**config.mk**
```make
export PLATFORM = sky130hd
export DESIGN_NAME = fetch_queue
export DESIGN_NICKNAME = d
export VERILOG_FILES = /design/src/rtl/fetch_queue.sv
export SDC_FILE = /design/constraint.sdc
export NUM_CORES = 1
export LEC_CHECK = 0
export BUFFER_PORTS_ARGS = -buffer_cell sky130_fd_sc_hd__buf_4
export CAP_MARGIN = 20
export CORE_UTILIZATION = 55
export CTS_BUF_LIST = sky130_fd_sc_hd__clkbuf_16
export CTS_CLUSTER_DIAMETER = 50
export DETAILED_ROUTE_END_ITERATION = 7
export GPL_ROUTABILITY_DRIVEN = 1
export GPL_TIMING_DRIVEN = 0
export PLACE_DENSITY = 0.78
export SLEW_MARGIN = 10
export SYNTH_ARGS = -nofsm -noshare
export SYNTH_HDL_FRONTEND = slang
export SYNTH_SLANG_ARGS = --single-unit
```
**constraint.sdc**
```tcl
create_clock -name clk -period 7.6 [get_ports clk]
set_input_delay 1.52 -clock clk [delete_from_list [all_inputs] [get_ports clk]]
set_output_delay 1.52 -clock clk [all_outputs]
set_load 0.05 [all_outputs]
```
**src/rtl/fetch_queue.sv**
```systemverilog
// rtl/fetch_queue.sv - instruction fetch stage: PC, imem addressing and {pc, instr} FIFO to decode
module fetch_queue #(
  parameter int N     = 64,
  parameter int AW    = 6,
  parameter int DEPTH = 4
) (
  input  logic                       clk,
  input  logic                       reset,
  output logic [AW-1:0]              imem_addr,
  input  logic [31:0]                imem_q,
  input  logic                       redirect_valid,
  input  logic [N-1:0]               redirect_pc,
  output logic                       out_valid,
  input  logic                       out_ready,
  output logic [31:0]                out_instr,
  output logic [N-1:0]               out_pc,
  output logic [$clog2(DEPTH):0]     count
);

  localparam int PW = $clog2(DEPTH);
  localparam int CW = PW + 1;

  logic [N-1:0]  pc_q, pc_d;
  logic [PW-1:0] wr_ptr_q, wr_ptr_d;
  logic [PW-1:0] rd_ptr_q, rd_ptr_d;
  logic [CW-1:0] count_q, count_d;

  logic [N-1:0]  pc_mem    [DEPTH];
  logic [31:0]   instr_mem [DEPTH];

  logic pop;
  logic full;
  logic push;

  assign pop  = out_valid & out_ready;
  assign full = (count_q == CW'(DEPTH));
  // A slot freed by decode this cycle can be refilled on the same edge.
  assign push = ~redirect_valid & (~full | pop);

  // imem reads combinationally from the current PC word address.
  assign imem_addr = pc_q[AW+1:2];

  // Head of queue, forced to zero when nothing is held.
  assign out_valid = (count_q != '0);
  assign out_instr = out_valid ? instr_mem[rd_ptr_q] : 32'h0;
  assign out_pc    = out_valid ? pc_mem[rd_ptr_q]    : '0;
  assign count     = count_q;

  // Next-state for PC, pointers and occupancy; redirect overrides everything.
  always_comb begin
    pc_d     = pc_q;
    wr_ptr_d = wr_ptr_q;
    rd_ptr_d = rd_ptr_q;
    count_d  = count_q;
    if (redirect_valid) begin
      pc_d     = redirect_pc & ~N'(3);
      wr_ptr_d = '0;
      rd_ptr_d = '0;
      count_d  = '0;
    end else begin
      if (push) begin
        pc_d     = pc_q + N'(4);
        wr_ptr_d = wr_ptr_q + PW'(1);
      end
      if (pop) begin
        rd_ptr_d = rd_ptr_q + PW'(1);
      end
      case ({push, pop})
        2'b10:   count_d = count_q + CW'(1);
        2'b01:   count_d = count_q - CW'(1);
        default: count_d = count_q;
      endcase
    end
  end

  // Control state register with asynchronous active-low reset.
  always_ff @(posedge clk or negedge reset) begin
    if (!reset) begin
      pc_q     <= '0;
      wr_ptr_q <= '0;
      rd_ptr_q <= '0;
      count_q  <= '0;
    end else begin
      pc_q     <= pc_d;
      wr_ptr_q <= wr_ptr_d;
      rd_ptr_q <= rd_ptr_d;
      count_q  <= count_d;
    end
  end

  // FIFO storage; contents are don't-care when not counted, so no reset needed.
  always_ff @(posedge clk) begin
    if (push) begin
      pc_mem[wr_ptr_q]    <= pc_q;
      instr_mem[wr_ptr_q] <= imem_q;
    end
  end

endmodule

```
**Word-level counts from Yosys, hierarchy flattened**

Memories as Yosys holds them, arrays and structs flattened.
Cells that the tools add are included.

- Equal/unequal tests: 3
- Reductions and logical operators: 4
- Bitwise operators: 5
- Add/sub/neg operators: 5
- Mux-type cells: 12

Operators by type and width:

| operator | count |
|---|---|
| 64-bit 2-to-1 mux | 3 |
| 64-bit by 3-bit adder with 64-bit output (second input constant) | 1 |
| 32-bit 2-to-1 mux | 1 |
| 2-bit 2-to-1 mux | 4 |
| 3-bit one-hot mux with 2 select lines | 1 |
| 3-bit nonzero test | 2 |
| 2-bit by 1-bit adder with 2-bit output (second input constant) | 2 |
| 2-bit nonzero test | 2 |
| 3-bit by 1-bit adder with 3-bit output (second input constant) | 1 |
| 3-bit equality test (second input constant) | 1 |
| 3-bit 2-to-1 mux | 1 |
| 3-bit by 1-bit subtractor with 3-bit output (second input constant) | 1 |
| 1-bit bitwise AND | 2 |
| 2-bit by 1-bit equality test with 1-bit output (second input constant) | 1 |
| 2-bit equality test (second input constant) | 1 |
| 1-bit 2-to-1 mux | 2 |
| 1-bit NOT | 2 |
| 1-bit OR | 1 |

- Input bits: 100
- Bits in registers: 71
- RAM bits: 384
- Word-level logic and storage cells: 35
- Output and inout bits: 106
- Memories kept: 2

Memory list:

| name | depth | bits a word | read ports | clocked after Yosys merged registers in | write ports | RTL line | RTL |
|---|---|---|---|---|---|---|---|
| pc_mem | 4 | 64 | 1 | 0 | 1 | 28 | `logic [N-1:0] pc_mem [DEPTH];` |
| instr_mem | 4 | 32 | 1 | 0 | 1 | 29 | `logic [31:0] instr_mem [DEPTH];` |

**Logic depth before layout (Yosys ltp)**

- Depth in word-level cells: 7
- Gate-level depth with buffers: 9
- Mapped depth without buffers: 7

**Worst setup path before layout**

Ideal clock, no wire load.

- Path kind: input-to-reg
- From: input redirect_valid
- To: memory instr_mem[0][0], enable pin
- Data required time: 7.136 ns
- Arrival time: 4.305 ns
- Stages: 4
- Path slack: 2.831 ns
- Path buffers: 2
- Library setup time: 0.464 ns
- Cell sequence: clkbuf_1 -> inv_1 -> clkbuf_1 -> and3_1

- Longest elaborated chain between the ends: 4

Ends and longest elaborated chain:

| element | RTL line | RTL |
|---|---|---|
| start, declared | 11 | `input logic redirect_valid,` |
| 1-bit NOT | 38 | `assign push = ~redirect_valid & (~full \| pop);` |
| 1-bit bitwise AND | 38 |  |
| 1-bit 2-to-1 mux | 93 | `if (push) begin` |
| 1-bit 2-to-1 mux (implied by the code) | 95 | `instr_mem[wr_ptr_q] <= imem_q;` |
| end, declared | 29 |  |

No other way between the ends.

**Worst setup path in the final report**

- From: register rd_ptr_q[0]
- To: output out_pc[61]

- Longest elaborated chain between the ends: 2

Ends and longest elaborated chain:

| element | RTL line | RTL |
|---|---|---|
| start, declared | 25 | `logic [PW-1:0] rd_ptr_q, rd_ptr_d;` |
| start signal, assigned | 86 | `rd_ptr_q <= rd_ptr_d;` |
| memory 4 x 64 bit | n/a |  |
| 64-bit 2-to-1 mux | 46 | `assign out_pc = out_valid ? pc_mem[rd_ptr_q] : '0;` |
| end, declared | 16 | `output logic [N-1:0] out_pc,` |

No other way between the ends.

==> reports/metrics.cfg <==
[clock_tree]
cts.repair.resized=0
cts_setup_buffers=0
numCtsBuffers=45
tritoncts=built
root_buffer=clkbuf_16
clockBufferDepth=3
clk_latency_ns=0.54
path_clk_slew_ns=0.06
ctsHoldBuffers=0
clock-sinks=445
cts-htree-levels=2

[routing]
drt_iter0_drc=885
vias_per_cell=5.91
dr.pass1.iters=5
ant_nets=0
drt_wl_total_um=40900
post_drt_wl_per_cell_um=22.4
drc=0
via_count=10800

[floorplanning]
die_y_um=185
boundaryPins=206
fp.coreArea_sq_um=32700
rows=66
initial_core_util=0.561
fp.dieW_um=185
die-area_sq_um=34100

[timing]
finalCriticalPeriod_ns=4.87
setup_viol=0
whs_ns=0.561
rsz0062_at_grt=no
hold_violations=0
tns_ns=0
slew_violations=0
fin_skew_ns=0.0227
worstMarginPinSlew_ns=0.978
relSlewSlack=0.348
fin_crit_sh=0.641
clock.fmax_mhz=205

[status]
status=complete, no violations

[finish]
diodes=0
drive_above_1_share=0.283
finalInstanceArea_sq_um=22000
syn2layout_area_growth_pct=19.9
post-route-util=0.672
final_nets=1452

[yosys]
synth_cells=1090
ys_seq_area_frac=0.710
synth_top_cell_by_area=edfxtp_1
async_flop_share=0.155
synth_top_cell_area_share=0.616
synth_edf_count=376
synth_area_leaders=edfxtp_1, mux4_2, dfrtp_1
yosysWarnings=0
synth_area_sq_um=18300
syn-mean-instance-area_sq_um=16.8
synth_cell_types=48
ys.flop_type=edfxtp_1
ys_ff_latch=445

[power_and_ir_drop]
comb_power_share=0.336
p_leak_nw=7.65
swShare=0.351
switchingPower_w=0.00267
p_total_w=0.00761
peakVddDrop_mv=0.240
p_int_w=0.00494
clock_power_share=0.267
seqPwrFrac=0.397
power_density_nw_per_um2=346

[global_route]
overflow=0
grt_pass1_wl_um=62500
grt_pass1_vias=10900
antenna_found_initial=1
track_usage=0.248
grt_max_degree=70

[critical_path]
cp_max_fo=10
start_kind=flop
cp.required_ns=6.08
endpoint_kind=primary output
cp_data_arrival_time_ns=3.35
critPathKind=reg2out

[placement]
place_area_sq_um=20600
hpwlAfterDp_um=26800
place_congestion=0.835
io_buffers=200

[hold_path]
hp-class=reg2reg

[job]
maxCapViolations=0

[path summary, 6_finish.rpt]
check                            start       endpoint  slack (ns)  cells past startpoint
setup / recovery           rd_ptr_q[0]     out_pc[61]        2.73                      6
hold / removal                pc_q[15]  pc_mem[3][15]        0.56                      0
setup reg to reg               pc_q[2]       pc_q[57]        4.57                      5
hold reg to reg               pc_q[15]  pc_mem[3][15]        0.56                      0
max in group asynchronous        reset    wr_ptr_q[1]        5.80                      1
min in group asynchronous        reset       pc_q[30]        1.12                      1
[layout by cell type, fill, tap and decap left out, types with 5 or more instances in the layout]
cell         n
edfxtp_1   376
buf_4      208
and2_1      97
mux4_2      94
nand2_1     74
dfrtp_1     69
o21ai_0     47
clkbuf_16   47
clkbuf_1    46
nor2_1      31
xnor2_1     28
inv_1       26
nand3_1     26
nand4_1     22
a31oi_1     17
xor2_1      16
nor4_1      16
or4_1       14
and3_1      12
o31ai_1     11
or3_1       10
nor3_1       8
buf_2        7
buf_1        7
and4_1       7
clkinv_2     6
ha_1         5
clkinv_1     5
[synthesized netlist by cell type, types with 5 or more instances]
| cell type | count |
|---|---|
| mux4_2 | 94 |
| o31ai_1 | 11 |
| buf_2 | 7 |
| xor2_1 | 16 |
| nand3_1 | 26 |
| edfxtp_1 | 376 |
| o21ai_0 | 47 |
| or4_1 | 14 |
| nand4_1 | 22 |
| dfrtp_1 | 69 |
| buf_4 | 8 |
| nor4_1 | 16 |
| inv_1 | 7 |
| ha_1 | 5 |
| and3_1 | 16 |
| or3_1 | 10 |
| nand2_1 | 74 |
| nor3_1 | 8 |
| clkbuf_1 | 46 |
| and2_1 | 97 |
| and4_1 | 7 |
| buf_1 | 7 |
| a31oi_1 | 17 |
| xnor2_1 | 28 |
| nor2_1 | 31 |
[per-layer routing]
layer | global-route usage | up-vias | wire, um
met4 | 0.0753 | 2 | 1070
met3 | 0.0472 | 74 | 3420
met1 | 0.341 | 5441 | 16500
met5 | 0 | - | 9
met2 | 0.403 | 501 | 19900
li1 | - | 4771 | -
[sequential cells by signal, summed over array words and instances (netlist names)]
name	flops
pc_mem	248
rd_ptr_q	2
instr_mem	128
count	3
pc_q	62
wr_ptr_q	2
[power groups by stage]
stage          clock, W  sequential [W]  combinational (W)
2_1_floorplan         0         0.00305            0.00178
3_3_place_gp          0         0.00308            0.00253
3_5_place_dp          0         0.00307            0.00258
4_1_cts         0.00206         0.00302            0.00259
5_1_grt         0.00215         0.00304            0.00270
6_report        0.00203         0.00302            0.00256
[layout make-up]
cell class,count,area [sq um]
sequential,445,13000
fill,2259,10700
multi-input combinational,571,5020
timing repair buffer,208,1690
clock buffer,47,1180
tap,442,553
buffer,68,294
clock inverter,37,200
inverter,7,26.3
[cells by family after synthesis]
family,share of synthesized area
DFF,0.710
and+or+nand+nor,0.103
muxes,0.117
AOI/OAI and AO/OA,0.0268
buffers and inverters,0.0175
xor gates and xnor gates,0.0210
adders and majority gates,0.00450
other,0.000205
[per-stage QoR]
step,cells,worst slack (ns)
floorplan,1091,2.83
global placement,1733,0.719
detailed placement,1741,3.20
CTS,1825,2.58
global route,1825,2.46
finish,1825,2.73
[worst max-delay path, stage by stage (launching register included)]
cell      delay, ns
dfrtp_1        0.32
clkbuf_1       0.42
buf_2          0.43
buf_1          0.65
mux4_2         0.58
and2_1         0.21
buf_4          0.20
Note: power is estimated with default switching activity, not from simulation.
